===== src/rtl/br_commit_unit_pkg.sv =====
// Shared types and sizes for the branch commit unit.
// Optional statistics counters are enabled by defining BR_COMMIT_STAT_EN.
package br_commit_unit_pkg;

    localparam int ADDR_W      = 32;
    localparam int ROB_DEPTH_D = 8;
    localparam int ROB_W       = $clog2(ROB_DEPTH_D);

    // Strobe order: br_commit_, br_taken_, br_miss_,
    // jump_commit_, jump_call_, jump_return_, jump_miss_
    localparam logic [6:0] STRB_IDLE = 7'h7F;

    typedef enum logic [1:0] {
        BRTYPE_BRANCH = 2'd0,
        BRTYPE_JUMP   = 2'd1,
        BRTYPE_CALL   = 2'd2,
        BRTYPE_RETURN = 2'd3
    } br_inst_type_t;

    typedef enum logic [1:0] {
        ST_EMPTY    = 2'd0,
        ST_DECODED  = 2'd1,
        ST_RESOLVED = 2'd2
    } br_status_t;

    typedef struct packed {
        br_inst_type_t     kind;
        logic [ADDR_W-1:0] pc;
        logic [ADDR_W-1:0] pred_addr;
        logic              br_pred;
        logic [ADDR_W-1:0] tar_pc;
        logic              taken;
        logic              pred_miss;
        logic              jump_miss;
    } br_record_t;

endpackage


===== src/rtl/br_commit_unit_if.sv =====
// Decode/exe/writeback/commit bus of the branch commit unit.
// Statistics ports exist only when BR_COMMIT_STAT_EN is defined.
interface br_commit_unit_if;
    import br_commit_unit_pkg::*;

    logic              flush_;
    logic              dec_e_;
    br_inst_type_t     dec_type;
    logic [ROB_W-1:0]  dec_rob_id;
    logic [ADDR_W-1:0] dec_pc;
    logic [ADDR_W-1:0] dec_pred_addr;
    logic              dec_br_pred;
    logic [ROB_W-1:0]  exe_rob_id;
    logic [ADDR_W-1:0] exe_pred_addr;
    logic              exe_br_pred;
    logic              wb_e_;
    logic [ROB_W-1:0]  wb_rob_id;
    logic [ADDR_W-1:0] wb_tar_pc;
    logic              wb_taken_;
    logic              wb_pred_miss_;
    logic              wb_jump_miss_;
    logic              commit_;
    logic [ROB_W-1:0]  com_rob_id;
    logic              br_commit_;
    logic              br_taken_;
    logic              br_miss_;
    logic              jump_commit_;
    logic              jump_call_;
    logic              jump_return_;
    logic              jump_miss_;
    logic [ADDR_W-1:0] com_addr;
    logic [ADDR_W-1:0] com_tar_addr;
`ifdef BR_COMMIT_STAT_EN
    logic [31:0]       stat_br_cnt;
    logic [31:0]       stat_miss_cnt;
`endif

    modport slave (
        input  flush_, dec_e_, dec_type, dec_rob_id, dec_pc,
        input  dec_pred_addr, dec_br_pred, exe_rob_id,
        input  wb_e_, wb_rob_id, wb_tar_pc, wb_taken_,
        input  wb_pred_miss_, wb_jump_miss_, commit_, com_rob_id,
        output exe_pred_addr, exe_br_pred,
        output br_commit_, br_taken_, br_miss_,
        output jump_commit_, jump_call_, jump_return_, jump_miss_,
        output com_addr, com_tar_addr
`ifdef BR_COMMIT_STAT_EN
        , output stat_br_cnt, stat_miss_cnt
`endif
    );

    modport master (
        output flush_, dec_e_, dec_type, dec_rob_id, dec_pc,
        output dec_pred_addr, dec_br_pred, exe_rob_id,
        output wb_e_, wb_rob_id, wb_tar_pc, wb_taken_,
        output wb_pred_miss_, wb_jump_miss_, commit_, com_rob_id,
        input  exe_pred_addr, exe_br_pred,
        input  br_commit_, br_taken_, br_miss_,
        input  jump_commit_, jump_call_, jump_return_, jump_miss_,
        input  com_addr, com_tar_addr
`ifdef BR_COMMIT_STAT_EN
        , input stat_br_cnt, stat_miss_cnt
`endif
    );

endinterface


===== src/rtl/br_commit_unit_record_table.sv =====
// Per-ROB-slot branch record storage: decode and writeback write
// ports, combinational exe and commit read ports.
module br_record_table
    import br_commit_unit_pkg::*;
#(
    parameter int ADDR  = ADDR_W,
    parameter int DEPTH = ROB_DEPTH_D,
    parameter int ID_W  = $clog2(DEPTH)
) (
    input  logic            clk,
    input  logic            reset_,
    input  logic            dec_we,
    input  logic [ID_W-1:0] dec_id,
    input  br_inst_type_t   dec_kind,
    input  logic [ADDR-1:0] dec_pc,
    input  logic [ADDR-1:0] dec_pred_addr,
    input  logic            dec_br_pred,
    input  logic            wb_we,
    input  logic [ID_W-1:0] wb_id,
    input  logic [ADDR-1:0] wb_tar_pc,
    input  logic            wb_taken,
    input  logic            wb_pred_miss,
    input  logic            wb_jump_miss,
    input  logic [ID_W-1:0] exe_id,
    output logic [ADDR-1:0] exe_pred_addr,
    output logic            exe_br_pred,
    input  logic [ID_W-1:0] com_id,
    output br_inst_type_t   com_kind,
    output logic [ADDR-1:0] com_pc,
    output logic [ADDR-1:0] com_tar_pc,
    output logic            com_taken,
    output logic            com_pred_miss,
    output logic            com_jump_miss
);

    br_record_t mem [DEPTH];

    // Writes: the decode write is last so it wins on a shared slot.
    always_ff @(posedge clk or negedge reset_) begin
        if (!reset_) begin
            for (int i = 0; i < DEPTH; i++) begin
                mem[i] <= '0;
            end
        end else begin
            if (wb_we) begin
                mem[wb_id].tar_pc    <= wb_tar_pc;
                mem[wb_id].taken     <= wb_taken;
                mem[wb_id].pred_miss <= wb_pred_miss;
                mem[wb_id].jump_miss <= wb_jump_miss;
            end
            if (dec_we) begin
                mem[dec_id] <= '{
                    kind:      dec_kind,
                    pc:        dec_pc,
                    pred_addr: dec_pred_addr,
                    br_pred:   dec_br_pred,
                    tar_pc:    '0,
                    taken:     1'b0,
                    pred_miss: 1'b0,
                    jump_miss: 1'b0
                };
            end
        end
    end

    assign exe_pred_addr = mem[exe_id].pred_addr;
    assign exe_br_pred   = mem[exe_id].br_pred;
    assign com_kind      = mem[com_id].kind;
    assign com_pc        = mem[com_id].pc;
    assign com_tar_pc    = mem[com_id].tar_pc;
    assign com_taken     = mem[com_id].taken;
    assign com_pred_miss = mem[com_id].pred_miss;
    assign com_jump_miss = mem[com_id].jump_miss;

endmodule


===== src/rtl/br_commit_unit.sv =====
// Branch record keeper and commit-time BTB/predictor/RAS update pulses.
// Define BR_COMMIT_STAT_EN to add saturating commit/miss counters.
module br_commit_unit
    import br_commit_unit_pkg::*;
#(
    parameter int ADDR      = ADDR_W,
    parameter int ROB_DEPTH = ROB_DEPTH_D
) (
    input logic             clk,
    input logic             reset_,
    br_commit_unit_if.slave bus
);

    localparam int ROB = $clog2(ROB_DEPTH);

    logic            flush;
    logic            dec_v;
    logic            wb_v;
    logic            com_v;
    logic [ROB-1:0]  dec_id;
    logic [ROB-1:0]  wb_id;
    logic [ROB-1:0]  com_id;
    logic            wb_we;
    logic            wb_byp;
    logic            com_fire;
    br_status_t      status_q [ROB_DEPTH];
    br_status_t      status_d [ROB_DEPTH];
    logic [ADDR-1:0] t_exe_pred;
    logic            t_exe_brp;
    br_inst_type_t   t_kind;
    logic [ADDR-1:0] t_pc;
    logic [ADDR-1:0] t_tar;
    logic            t_taken;
    logic            t_pmiss;
    logic            t_jmiss;
    logic [ADDR-1:0] c_tar;
    logic            c_taken;
    logic            c_pmiss;
    logic            c_jmiss;
    logic [6:0]      strb_d;
    logic [6:0]      strb_q;
    logic [ADDR-1:0] com_addr_q;
    logic [ADDR-1:0] com_tar_q;

    assign flush  = !bus.flush_;
    assign dec_v  = !bus.dec_e_;
    assign wb_v   = !bus.wb_e_;
    assign com_v  = !bus.commit_;
    assign dec_id = bus.dec_rob_id;
    assign wb_id  = bus.wb_rob_id;
    assign com_id = bus.com_rob_id;

    // Writeback lands only on a live slot that decode is not refilling.
    assign wb_we = wb_v
                 && (status_q[wb_id] != ST_EMPTY)
                 && !(dec_v && (dec_id == wb_id));

    assign wb_byp = wb_we && (wb_id == com_id);

    assign com_fire = com_v && !flush
                    && ((status_q[com_id] == ST_RESOLVED) || wb_byp);

    br_record_table #(
        .ADDR  (ADDR),
        .DEPTH (ROB_DEPTH),
        .ID_W  (ROB)
    ) u_table (
        .clk           (clk),
        .reset_        (reset_),
        .dec_we        (dec_v),
        .dec_id        (dec_id),
        .dec_kind      (bus.dec_type),
        .dec_pc        (bus.dec_pc),
        .dec_pred_addr (bus.dec_pred_addr),
        .dec_br_pred   (bus.dec_br_pred),
        .wb_we         (wb_we),
        .wb_id         (wb_id),
        .wb_tar_pc     (bus.wb_tar_pc),
        .wb_taken      (!bus.wb_taken_),
        .wb_pred_miss  (!bus.wb_pred_miss_),
        .wb_jump_miss  (!bus.wb_jump_miss_),
        .exe_id        (bus.exe_rob_id),
        .exe_pred_addr (t_exe_pred),
        .exe_br_pred   (t_exe_brp),
        .com_id        (com_id),
        .com_kind      (t_kind),
        .com_pc        (t_pc),
        .com_tar_pc    (t_tar),
        .com_taken     (t_taken),
        .com_pred_miss (t_pmiss),
        .com_jump_miss (t_jmiss)
    );

    // An empty slot reads back as no prediction.
    assign bus.exe_pred_addr = (status_q[bus.exe_rob_id] == ST_EMPTY)
                             ? '0 : t_exe_pred;
    assign bus.exe_br_pred   = (status_q[bus.exe_rob_id] != ST_EMPTY)
                             && t_exe_brp;

    assign c_tar   = wb_byp ? bus.wb_tar_pc      : t_tar;
    assign c_taken = wb_byp ? !bus.wb_taken_     : t_taken;
    assign c_pmiss = wb_byp ? !bus.wb_pred_miss_ : t_pmiss;
    assign c_jmiss = wb_byp ? !bus.wb_jump_miss_ : t_jmiss;

    // Slot state register.
    always_ff @(posedge clk or negedge reset_) begin
        if (!reset_) begin
            for (int i = 0; i < ROB_DEPTH; i++) begin
                status_q[i] <= ST_EMPTY;
            end
        end else begin
            for (int i = 0; i < ROB_DEPTH; i++) begin
                status_q[i] <= status_d[i];
            end
        end
    end

    // Slot next state: flush, then decode, then commit, then writeback.
    always_comb begin
        for (int i = 0; i < ROB_DEPTH; i++) begin
            status_d[i] = status_q[i];
            if (flush) begin
                status_d[i] = ST_EMPTY;
            end else if (dec_v && (dec_id == ROB'(i))) begin
                status_d[i] = ST_DECODED;
            end else if (com_v && (com_id == ROB'(i))) begin
                status_d[i] = ST_EMPTY;
            end else if (wb_we && (wb_id == ROB'(i))) begin
                status_d[i] = ST_RESOLVED;
            end
        end
    end

    // Strobe pattern for the record being committed.
    always_comb begin
        strb_d = STRB_IDLE;
        if (t_kind == BRTYPE_BRANCH) begin
            strb_d[6] = 1'b0;
            strb_d[5] = !c_taken;
            strb_d[4] = !c_pmiss;
        end else begin
            strb_d[3] = 1'b0;
            strb_d[2] = (t_kind != BRTYPE_CALL);
            strb_d[1] = (t_kind != BRTYPE_RETURN);
            strb_d[0] = !c_jmiss;
        end
    end

    // Registered single-cycle update pulses and committed addresses.
    always_ff @(posedge clk or negedge reset_) begin
        if (!reset_) begin
            strb_q     <= STRB_IDLE;
            com_addr_q <= '0;
            com_tar_q  <= '0;
        end else if (flush) begin
            strb_q     <= STRB_IDLE;
            com_addr_q <= '0;
            com_tar_q  <= '0;
        end else begin
            strb_q <= STRB_IDLE;
            if (com_fire) begin
                strb_q     <= strb_d;
                com_addr_q <= t_pc;
                com_tar_q  <= c_tar;
            end
        end
    end

    assign bus.br_commit_   = strb_q[6];
    assign bus.br_taken_    = strb_q[5];
    assign bus.br_miss_     = strb_q[4];
    assign bus.jump_commit_ = strb_q[3];
    assign bus.jump_call_   = strb_q[2];
    assign bus.jump_return_ = strb_q[1];
    assign bus.jump_miss_   = strb_q[0];
    assign bus.com_addr     = com_addr_q;
    assign bus.com_tar_addr = com_tar_q;

`ifdef BR_COMMIT_STAT_EN
    logic [31:0] br_cnt_q;
    logic [31:0] miss_cnt_q;

    // Saturating counts of emitted commit and miss pulses; flush keeps them.
    always_ff @(posedge clk or negedge reset_) begin
        if (!reset_) begin
            br_cnt_q   <= '0;
            miss_cnt_q <= '0;
        end else begin
            if ((!strb_q[6] || !strb_q[3]) && (br_cnt_q != '1)) begin
                br_cnt_q <= br_cnt_q + 32'd1;
            end
            if ((!strb_q[4] || !strb_q[0]) && (miss_cnt_q != '1)) begin
                miss_cnt_q <= miss_cnt_q + 32'd1;
            end
        end
    end

    assign bus.stat_br_cnt   = br_cnt_q;
    assign bus.stat_miss_cnt = miss_cnt_q;
`endif

endmodule


===== src/flat_wrapper.sv =====
// flat-port wrapper written by rule: the top's interface ports become plain ports
module br_commit_unit_flat import br_commit_unit_pkg::*;
#(
    parameter int ADDR      = ADDR_W,
    parameter int ROB_DEPTH = ROB_DEPTH_D
)
  (clk, reset_, bus_flush_, bus_dec_e_, bus_dec_type, bus_dec_rob_id, bus_dec_pc, bus_dec_pred_addr, bus_dec_br_pred, bus_exe_rob_id, bus_wb_e_, bus_wb_rob_id, bus_wb_tar_pc, bus_wb_taken_, bus_wb_pred_miss_, bus_wb_jump_miss_, bus_commit_, bus_com_rob_id, bus_exe_pred_addr, bus_exe_br_pred, bus_br_commit_, bus_br_taken_, bus_br_miss_, bus_jump_commit_, bus_jump_call_, bus_jump_return_, bus_jump_miss_, bus_com_addr, bus_com_tar_addr);
  br_commit_unit_if bus_i ();
  input logic clk;
  input logic reset_;
  input wire logic [$bits(bus_i.flush_)-1:0] bus_flush_;
  input wire logic [$bits(bus_i.dec_e_)-1:0] bus_dec_e_;
  input wire logic [$bits(bus_i.dec_type)-1:0] bus_dec_type;
  input wire logic [$bits(bus_i.dec_rob_id)-1:0] bus_dec_rob_id;
  input wire logic [$bits(bus_i.dec_pc)-1:0] bus_dec_pc;
  input wire logic [$bits(bus_i.dec_pred_addr)-1:0] bus_dec_pred_addr;
  input wire logic [$bits(bus_i.dec_br_pred)-1:0] bus_dec_br_pred;
  input wire logic [$bits(bus_i.exe_rob_id)-1:0] bus_exe_rob_id;
  input wire logic [$bits(bus_i.wb_e_)-1:0] bus_wb_e_;
  input wire logic [$bits(bus_i.wb_rob_id)-1:0] bus_wb_rob_id;
  input wire logic [$bits(bus_i.wb_tar_pc)-1:0] bus_wb_tar_pc;
  input wire logic [$bits(bus_i.wb_taken_)-1:0] bus_wb_taken_;
  input wire logic [$bits(bus_i.wb_pred_miss_)-1:0] bus_wb_pred_miss_;
  input wire logic [$bits(bus_i.wb_jump_miss_)-1:0] bus_wb_jump_miss_;
  input wire logic [$bits(bus_i.commit_)-1:0] bus_commit_;
  input wire logic [$bits(bus_i.com_rob_id)-1:0] bus_com_rob_id;
  output wire logic [$bits(bus_i.exe_pred_addr)-1:0] bus_exe_pred_addr;
  output wire logic [$bits(bus_i.exe_br_pred)-1:0] bus_exe_br_pred;
  output wire logic [$bits(bus_i.br_commit_)-1:0] bus_br_commit_;
  output wire logic [$bits(bus_i.br_taken_)-1:0] bus_br_taken_;
  output wire logic [$bits(bus_i.br_miss_)-1:0] bus_br_miss_;
  output wire logic [$bits(bus_i.jump_commit_)-1:0] bus_jump_commit_;
  output wire logic [$bits(bus_i.jump_call_)-1:0] bus_jump_call_;
  output wire logic [$bits(bus_i.jump_return_)-1:0] bus_jump_return_;
  output wire logic [$bits(bus_i.jump_miss_)-1:0] bus_jump_miss_;
  output wire logic [$bits(bus_i.com_addr)-1:0] bus_com_addr;
  output wire logic [$bits(bus_i.com_tar_addr)-1:0] bus_com_tar_addr;
  assign bus_i.flush_ = bus_flush_;
  assign bus_i.dec_e_ = bus_dec_e_;
  assign bus_i.dec_type = bus_dec_type;
  assign bus_i.dec_rob_id = bus_dec_rob_id;
  assign bus_i.dec_pc = bus_dec_pc;
  assign bus_i.dec_pred_addr = bus_dec_pred_addr;
  assign bus_i.dec_br_pred = bus_dec_br_pred;
  assign bus_i.exe_rob_id = bus_exe_rob_id;
  assign bus_i.wb_e_ = bus_wb_e_;
  assign bus_i.wb_rob_id = bus_wb_rob_id;
  assign bus_i.wb_tar_pc = bus_wb_tar_pc;
  assign bus_i.wb_taken_ = bus_wb_taken_;
  assign bus_i.wb_pred_miss_ = bus_wb_pred_miss_;
  assign bus_i.wb_jump_miss_ = bus_wb_jump_miss_;
  assign bus_i.commit_ = bus_commit_;
  assign bus_i.com_rob_id = bus_com_rob_id;
  assign bus_exe_pred_addr = bus_i.exe_pred_addr;
  assign bus_exe_br_pred = bus_i.exe_br_pred;
  assign bus_br_commit_ = bus_i.br_commit_;
  assign bus_br_taken_ = bus_i.br_taken_;
  assign bus_br_miss_ = bus_i.br_miss_;
  assign bus_jump_commit_ = bus_i.jump_commit_;
  assign bus_jump_call_ = bus_i.jump_call_;
  assign bus_jump_return_ = bus_i.jump_return_;
  assign bus_jump_miss_ = bus_i.jump_miss_;
  assign bus_com_addr = bus_i.com_addr;
  assign bus_com_tar_addr = bus_i.com_tar_addr;
  br_commit_unit #(.ADDR(ADDR), .ROB_DEPTH(ROB_DEPTH)) u_core (.clk(clk), .reset_(reset_), .bus(bus_i));
endmodule

===== config.mk =====
export PLATFORM = sky130hd
export DESIGN_NAME = br_commit_unit_flat
export DESIGN_NICKNAME = d
export VERILOG_FILES = /design/src/rtl/br_commit_unit_pkg.sv /design/src/rtl/br_commit_unit_if.sv /design/src/rtl/br_commit_unit_record_table.sv /design/src/rtl/br_commit_unit.sv /design/src/flat_wrapper.sv
export SDC_FILE = /design/constraint.sdc
export NUM_CORES = 2
export LEC_CHECK = 0
export ABC_AREA = 0
export BUFFER_PORTS_ARGS = -buffer_cell sky130_fd_sc_hd__buf_2
export CORE_MARGIN = 2
export CORE_UTILIZATION = 40
export CTS_BUF_LIST = sky130_fd_sc_hd__clkbuf_8
export DETAILED_ROUTE_END_ITERATION = 8
export PLACE_DENSITY = 0.63
export SYNTH_ARGS = -nofsm -noshare
export SYNTH_HDL_FRONTEND = slang
export SYNTH_SLANG_ARGS = --single-unit

===== constraint.sdc =====
create_clock -name clk -period 4.15 [get_ports clk]
set_input_delay 0.415 -clock clk [delete_from_list [all_inputs] [get_ports clk]]
set_output_delay 0.415 -clock clk [all_outputs]
set_load 0.005 [all_outputs]

Word-level counts from Yosys, hierarchy flattened. Cells that the tools add are included.

Register bits after elaboration: 903. Input bits: 120. Output and inout port bits: 104. Word-level logic and storage cells: 248.

Magnitude comparators: 6. Equality and inequality tests: 35. Muxes and demuxes: 77. Bitwise gates (word level): 4. Reduce and logical (&&, ||, !) cells: 51.

Operators by type and width (count): $bwmux 816 (5); $mux 816 (2); $demux 102 s3 (5); $bmux 102 s3 (2); $mux 102 (3); $mux 32 (6); $mux 68 (2); $mux 2 (39); $eq 3x3->1 const B (12); $mux 35 (1); $logic_and 1x1->1 (33); $ne 4x1->1 const B (8); $bmux 2 s3 (3); $eq 3x2->1 const B (6); $ge 4x4->1 const B (4); $not 3->4 (4); $mux 7 (2); $logic_not 1->1 (10); $eq 3x1->1 const B (3); $logic_not 3->1 (3); $lt 4x1->1 const B (2); $eq 3x3->1 (2); $mux 3 (2); $logic_not 2->1 (2); 7 further kinds (12).

Logic depth before layout (Yosys ltp).
Depth after elaboration: 13. Depth in mapped cells: 10. Gate-level depth less buffers: 6.

Modules after synthesis. Synthesis repeated with hierarchy kept, for this count alone.

Cells, all modules: 3231. Area total of the unflattened synthesis: 41750.0 um^2.

Modules (own cells, without submodules): br_record_table (instances 1, cells an instance 2772, area each 37232.0 um^2, seq. area each 20419.6 um^2); br_commit_unit (instances 1, cells an instance 459, area each 4518.1 um^2, seq. area each 2185.8 um^2).

Worst setup path before layout. OpenSTA, ideal clock, no wires.

Path kind: input -> output. Start point: input bus_exe_rob_id[0]. End point: output bus_exe_pred_addr[11]. Arrival: 2.119 ns. Required time: 3.735 ns. Setup slack: 1.616 ns. Stages: 6. Path buffers: 3. Cells stage by stage: clkbuf_1 > buf_1 > buf_2 > mux4_2 > a21oi_1 > a21oi_1.

Cells in the longest elaborated chain, start to end: 6. Elaborated cells between the ends (all ways): 9. Classes of those cells: mux: 7; bitwise: 1; reduce/logical: 1.

RTL lines: start: declaration (line flat_wrapper.sv:18) `input wire logic [$bits(bus_i.exe_rob_id)-1:0] bus_exe_rob_id;`; $not 3->4 (implied by the code) (*) (line br_commit_unit_record_table.sv:66, br_commit_unit.sv:95); $bmux 2 s3 (line br_commit_unit.sv:95) `assign bus.exe_pred_addr = (status_q[bus.exe_rob_id] == ST_EMPTY)`; $mux 2 (implied by the code) (2 in a row) (line br_commit_unit.sv:95); $logic_not 2->1 (line br_commit_unit.sv:95); $mux 32 (*) (line br_commit_unit.sv:96) `? '0 : t_exe_pred;`; end: declaration (line flat_wrapper.sv:27) `output wire logic [$bits(bus_i.exe_pred_addr)-1:0] bus_exe_pred_addr;`.

Mark *: on every way between the ends. The rest lies on a longest branch, timed or not. The select of a mux whose other input is x is not followed.

Final worst setup path.
Start point: register u_core.status_q[2] in the netlist's numbering. End point: output bus_exe_pred_addr[6].

Cells in the longest elaborated chain, start to end: 5.

RTL lines: start: declaration (line br_commit_unit.sv:26) `br_status_t status_q [ROB_DEPTH];`; start signal: indexed assignment (line br_commit_unit.sv:113) `status_q[i] <= status_d[i];`; $bmux 2 s3 (line br_commit_unit.sv:95); $mux 2 (implied by the code) (2 in a row) (line br_commit_unit.sv:95); $logic_not 2->1 (line br_commit_unit.sv:95); $mux 32 (line br_commit_unit.sv:96).

No other way between the ends. The select of a mux whose other input is x is not followed.

==> flow_summary.json <==
{
  "drt_wl_total_um": 118500,
  "syn_avg_cell_area_sq_um": 12.08,
  "utilization": 0.4670,
  "wl_met3_um": 8609,
  "crit_path_max_fanout": 21,
  "port_buffers": 223,
  "top_layer": "met5",
  "syn_nets": 3547,
  "vias_per_cell": 5.517,
  "globalRouteOverflowTotal": 0,
  "die_w_um": 325.7,
  "synth_simple_gate_area_frac": 0.09193,
  "syn-instance-count": 3427,
  "cpLargestDelayFamily": "simple AND/OR/NAND/NOR gates",
  "dp_hpwl_um": 63810,
  "synth_cell_types": 53,
  "synth_fa_ha_area_frac": 0,
  "synth.area.mux_share": 0.2665,
  "p_leak_uw": 0.02271,
  "setup.worst_path.start_class": "flop",
  "grtUsageTotal": 0.2240,
  "grt_max_degree": 105,
  "final_cells": 5179,
  "fmax_mhz": 276.2,
  "setup.worst_path.class": "reg2out",
  "cts_tree": "done",
  "antenna_found_initial": 19,
  "hold_ws_ps": 92.74,
  "worstSkewPairLatency_ps": 840,
  "start_util": 0.4018,
  "dp.cells": 4804,
  "synth_xor_area_frac": 0.001269,
  "numCtsBuffers": 160,
  "finClkSkew_ps": 49.40,
  "ios": 224,
  "power_density_mw_per_mm2": 463.7,
  "min_period_ps": 3621,
  "drc": 0,
  "cts-root-buf": "clkbuf_8",
  "path_common_cell": "a21oi_1",
  "die_area_sq_mm": 0.1061,
  "synth-main-ff-cell": "dfrtp_1",
  "yosysSeqAreaShare": 0.5460,
  "end_kind": "output pin",
  "slowest_delay_ps": 670,
  "num-nets-final": 3810,
  "wl_per_cell_um": 22.87,
  "setup_viol": 0,
  "drive_gt1_frac": 0.3125,
  "fin_crit_sh": 0.8724,
  "slowest_stage": "nor2b_4",
  "final_antenna_net_count": 0,
  "postCtsSetupRepairBufs": 0,
  "report.final.slew_viol_count": 0,
  "cp.arrival_ps": 3210,
  "rows": 118,
  "cp_cell_sequence": "nor2_1 > mux4_2 > nor2b_4 > buf_4 > a21oi_1 > a21oi_1 > buf_2",
  "synth_seq_cells": 903,
  "grt_pass1_vias": 29800,
  "worst_pin_slew_ps": 1199,
  "h-tree-depth": 4,
  "synth_top_family_by_area": "multiplexers",
  "synthArstFlopShare": 1.000,
  "maxCapViolations": 0,
  "die_y_um": 325.7,
  "num_vias": 28570,
  "clockBufferDepth": 3,
  "required_ps": 3730,
  "drt_iter0_markers": 2173,
  "coreArea_sq_mm": 0.1031,
  "grt_pass1_wl_um": 183200,
  "fillCellCount": 9459,
  "synth_compound_area_frac": 0.06249,
  "outcome": "completed",
  "rsz0062_at_grt": "no",
  "ys_warn_count": 0,
  "met2_length_um": 56320,
  "met1Wirelength_um": 50640,
  "firstDrtPassIters": 7,
  "tns_ps": 0,
  "min_path_type": "in2reg",
  "path_buf_inv": 2,
  "synth_edf_count": 0,
  "cts_sinks": 903,
  "netlist_area_sq_mm": 0.04140,
  "maxSlewHeadroom": 0.2006,
  "hold_viol": 0,
  "synthToLayoutAreaGrowth_pct": 16.24,
  "clk_pin_slew_ps": 50,
  "ir_worst_vdd_v": 0.0002766,
  "gp_congestion": 0.7767
}
[worst paths after layout]
check                           slack (ps)               startpoint  depth (start not counted)                          end
worst max register to register        1010       u_core.status_q[8]                          6  u_core.bus.com_tar_addr[16]
min in group asynchronous              240                   reset_                          2      u_core.u_table.mem[237]
max in group asynchronous             2840                   reset_                          3      u_core.u_table.mem[264]
worst min-delay path                    90                bus_wb_e_                          4           u_core.status_q[5]
worst max-delay path                   530       u_core.status_q[2]                          7         bus_exe_pred_addr[6]
worst min register to register         470  u_core.u_table.mem[169]                          2      u_core.u_table.mem[169]
[state kept, by name, indices dropped and copies added (netlist names)]
signal,cells
u_core.bus.com_tar_addr,32
u_core.strb_q,7
u_core.status_q,16
u_core.bus.com_addr,32
u_core.u_table.mem,816
[power by group]
part	switching (uW)	internal, uW	total, uW
registers	720	10300	11000
clock network	3730	4190	7930
logic	1490	1890	3380
[layout by cell type (no fill, tap or decap), types with 4 or more instances in the layout]
cell type	netlist	final
nand2_1	642	642
inv_1	38	97
buf_12	0	19
a211o_1	8	8
o21ai_1	6	6
nor3_2	2	7
mux2_2	481	481
a31oi_1	20	20
o2bb2ai_1	32	32
dfstp_2	7	7
or2_2	5	5
clkbuf_8	0	187
clkinv_2	0	5
o22ai_1	22	22
mux4_2	161	161
nand3_1	80	79
nand3b_1	8	8
nor3_1	18	11
inv_8	0	4
nor2_1	140	136
a22o_1	5	5
diode_2	0	7
dfrtp_1	896	896
nor2b_1	16	14
o21ai_0	8	8
a21oi_1	248	248
dlygate4sd3_1	0	104
o2111ai_4	0	4
buf_2	49	217
buf_4	2	52
nand2b_1	9	8
o211a_1	32	32
a211oi_1	4	4
mux2i_1	199	199
[synth_stat cells (all sizes together), types with 9 or more instances]
master,n,area share
nand3,80,0.0097
o2bb2ai,32,0.0068
a31oi,20,0.0030
o21ai,14,0.0017
dfrtp,896,0.54
nor2b,16,0.0024
nor2,140,0.013
inv,38,0.0034
buf,92,0.010
a21oi,248,0.030
clkbuf,203,0.018
mux4,161,0.088
nor3,20,0.0027
nand2b,9,0.0014
o22ai,22,0.0033
mux2,481,0.13
mux2i,199,0.048
nand2,643,0.058
o211a,32,0.0077
[final cells by class]
type                            instances  area, sq um  share of cell area
Sequential cell                       903        22610              0.4697
Multi-Input combinational cell       2191        17680              0.3672
Timing Repair Buffer                  396         2953             0.06135
Clock buffer                          186         2560             0.05319
Tap cell                             1380         1727             0.03587
Clock inverter                         78        449.2            0.009333
Inverter                               38        142.6            0.002964
Antenna cell                            7        17.52           0.0003639
[metrics by stage]
step	setup WS (ps)	area (sq um)	total power, uW
finish	529.5	48130	22320
global route	378.8	48130	23430
CTS	397.8	48110	22530
detailed placement	623.9	44060	14460
global placement	800.7	44060	14310
floorplan	1616	41400	13390
[cell families after synthesis]
family,count (synthesis)
flip-flops,903
buffers and inverters,333
AO/OA/AOI/OAI,410
AND/OR/NAND/NOR,934
multiplexers,841
XOR/XNOR,6
[per-layer routing]
metal,track usage,vias to the layer above
li1,-,12580
met1,0.2999,14780
met2,0.3579,964
met3,0.05657,228
met4,0.07193,22
met5,0,-
[tightest hold or removal path, stage by stage]
cell     delay [ps]
buf_2           100
a41oi_4          90
a31oi_1         180
nor3_1           60
[timing repair]
item / 4_1_cts / 5_1_grt
gates resized for setup: 0 / 0
hold buffers: 104 / 0
hold endpoints to repair: 934 / 0
endpoints found under the setup margin: 0 / 0
Power figures use the tool's default switching activity.
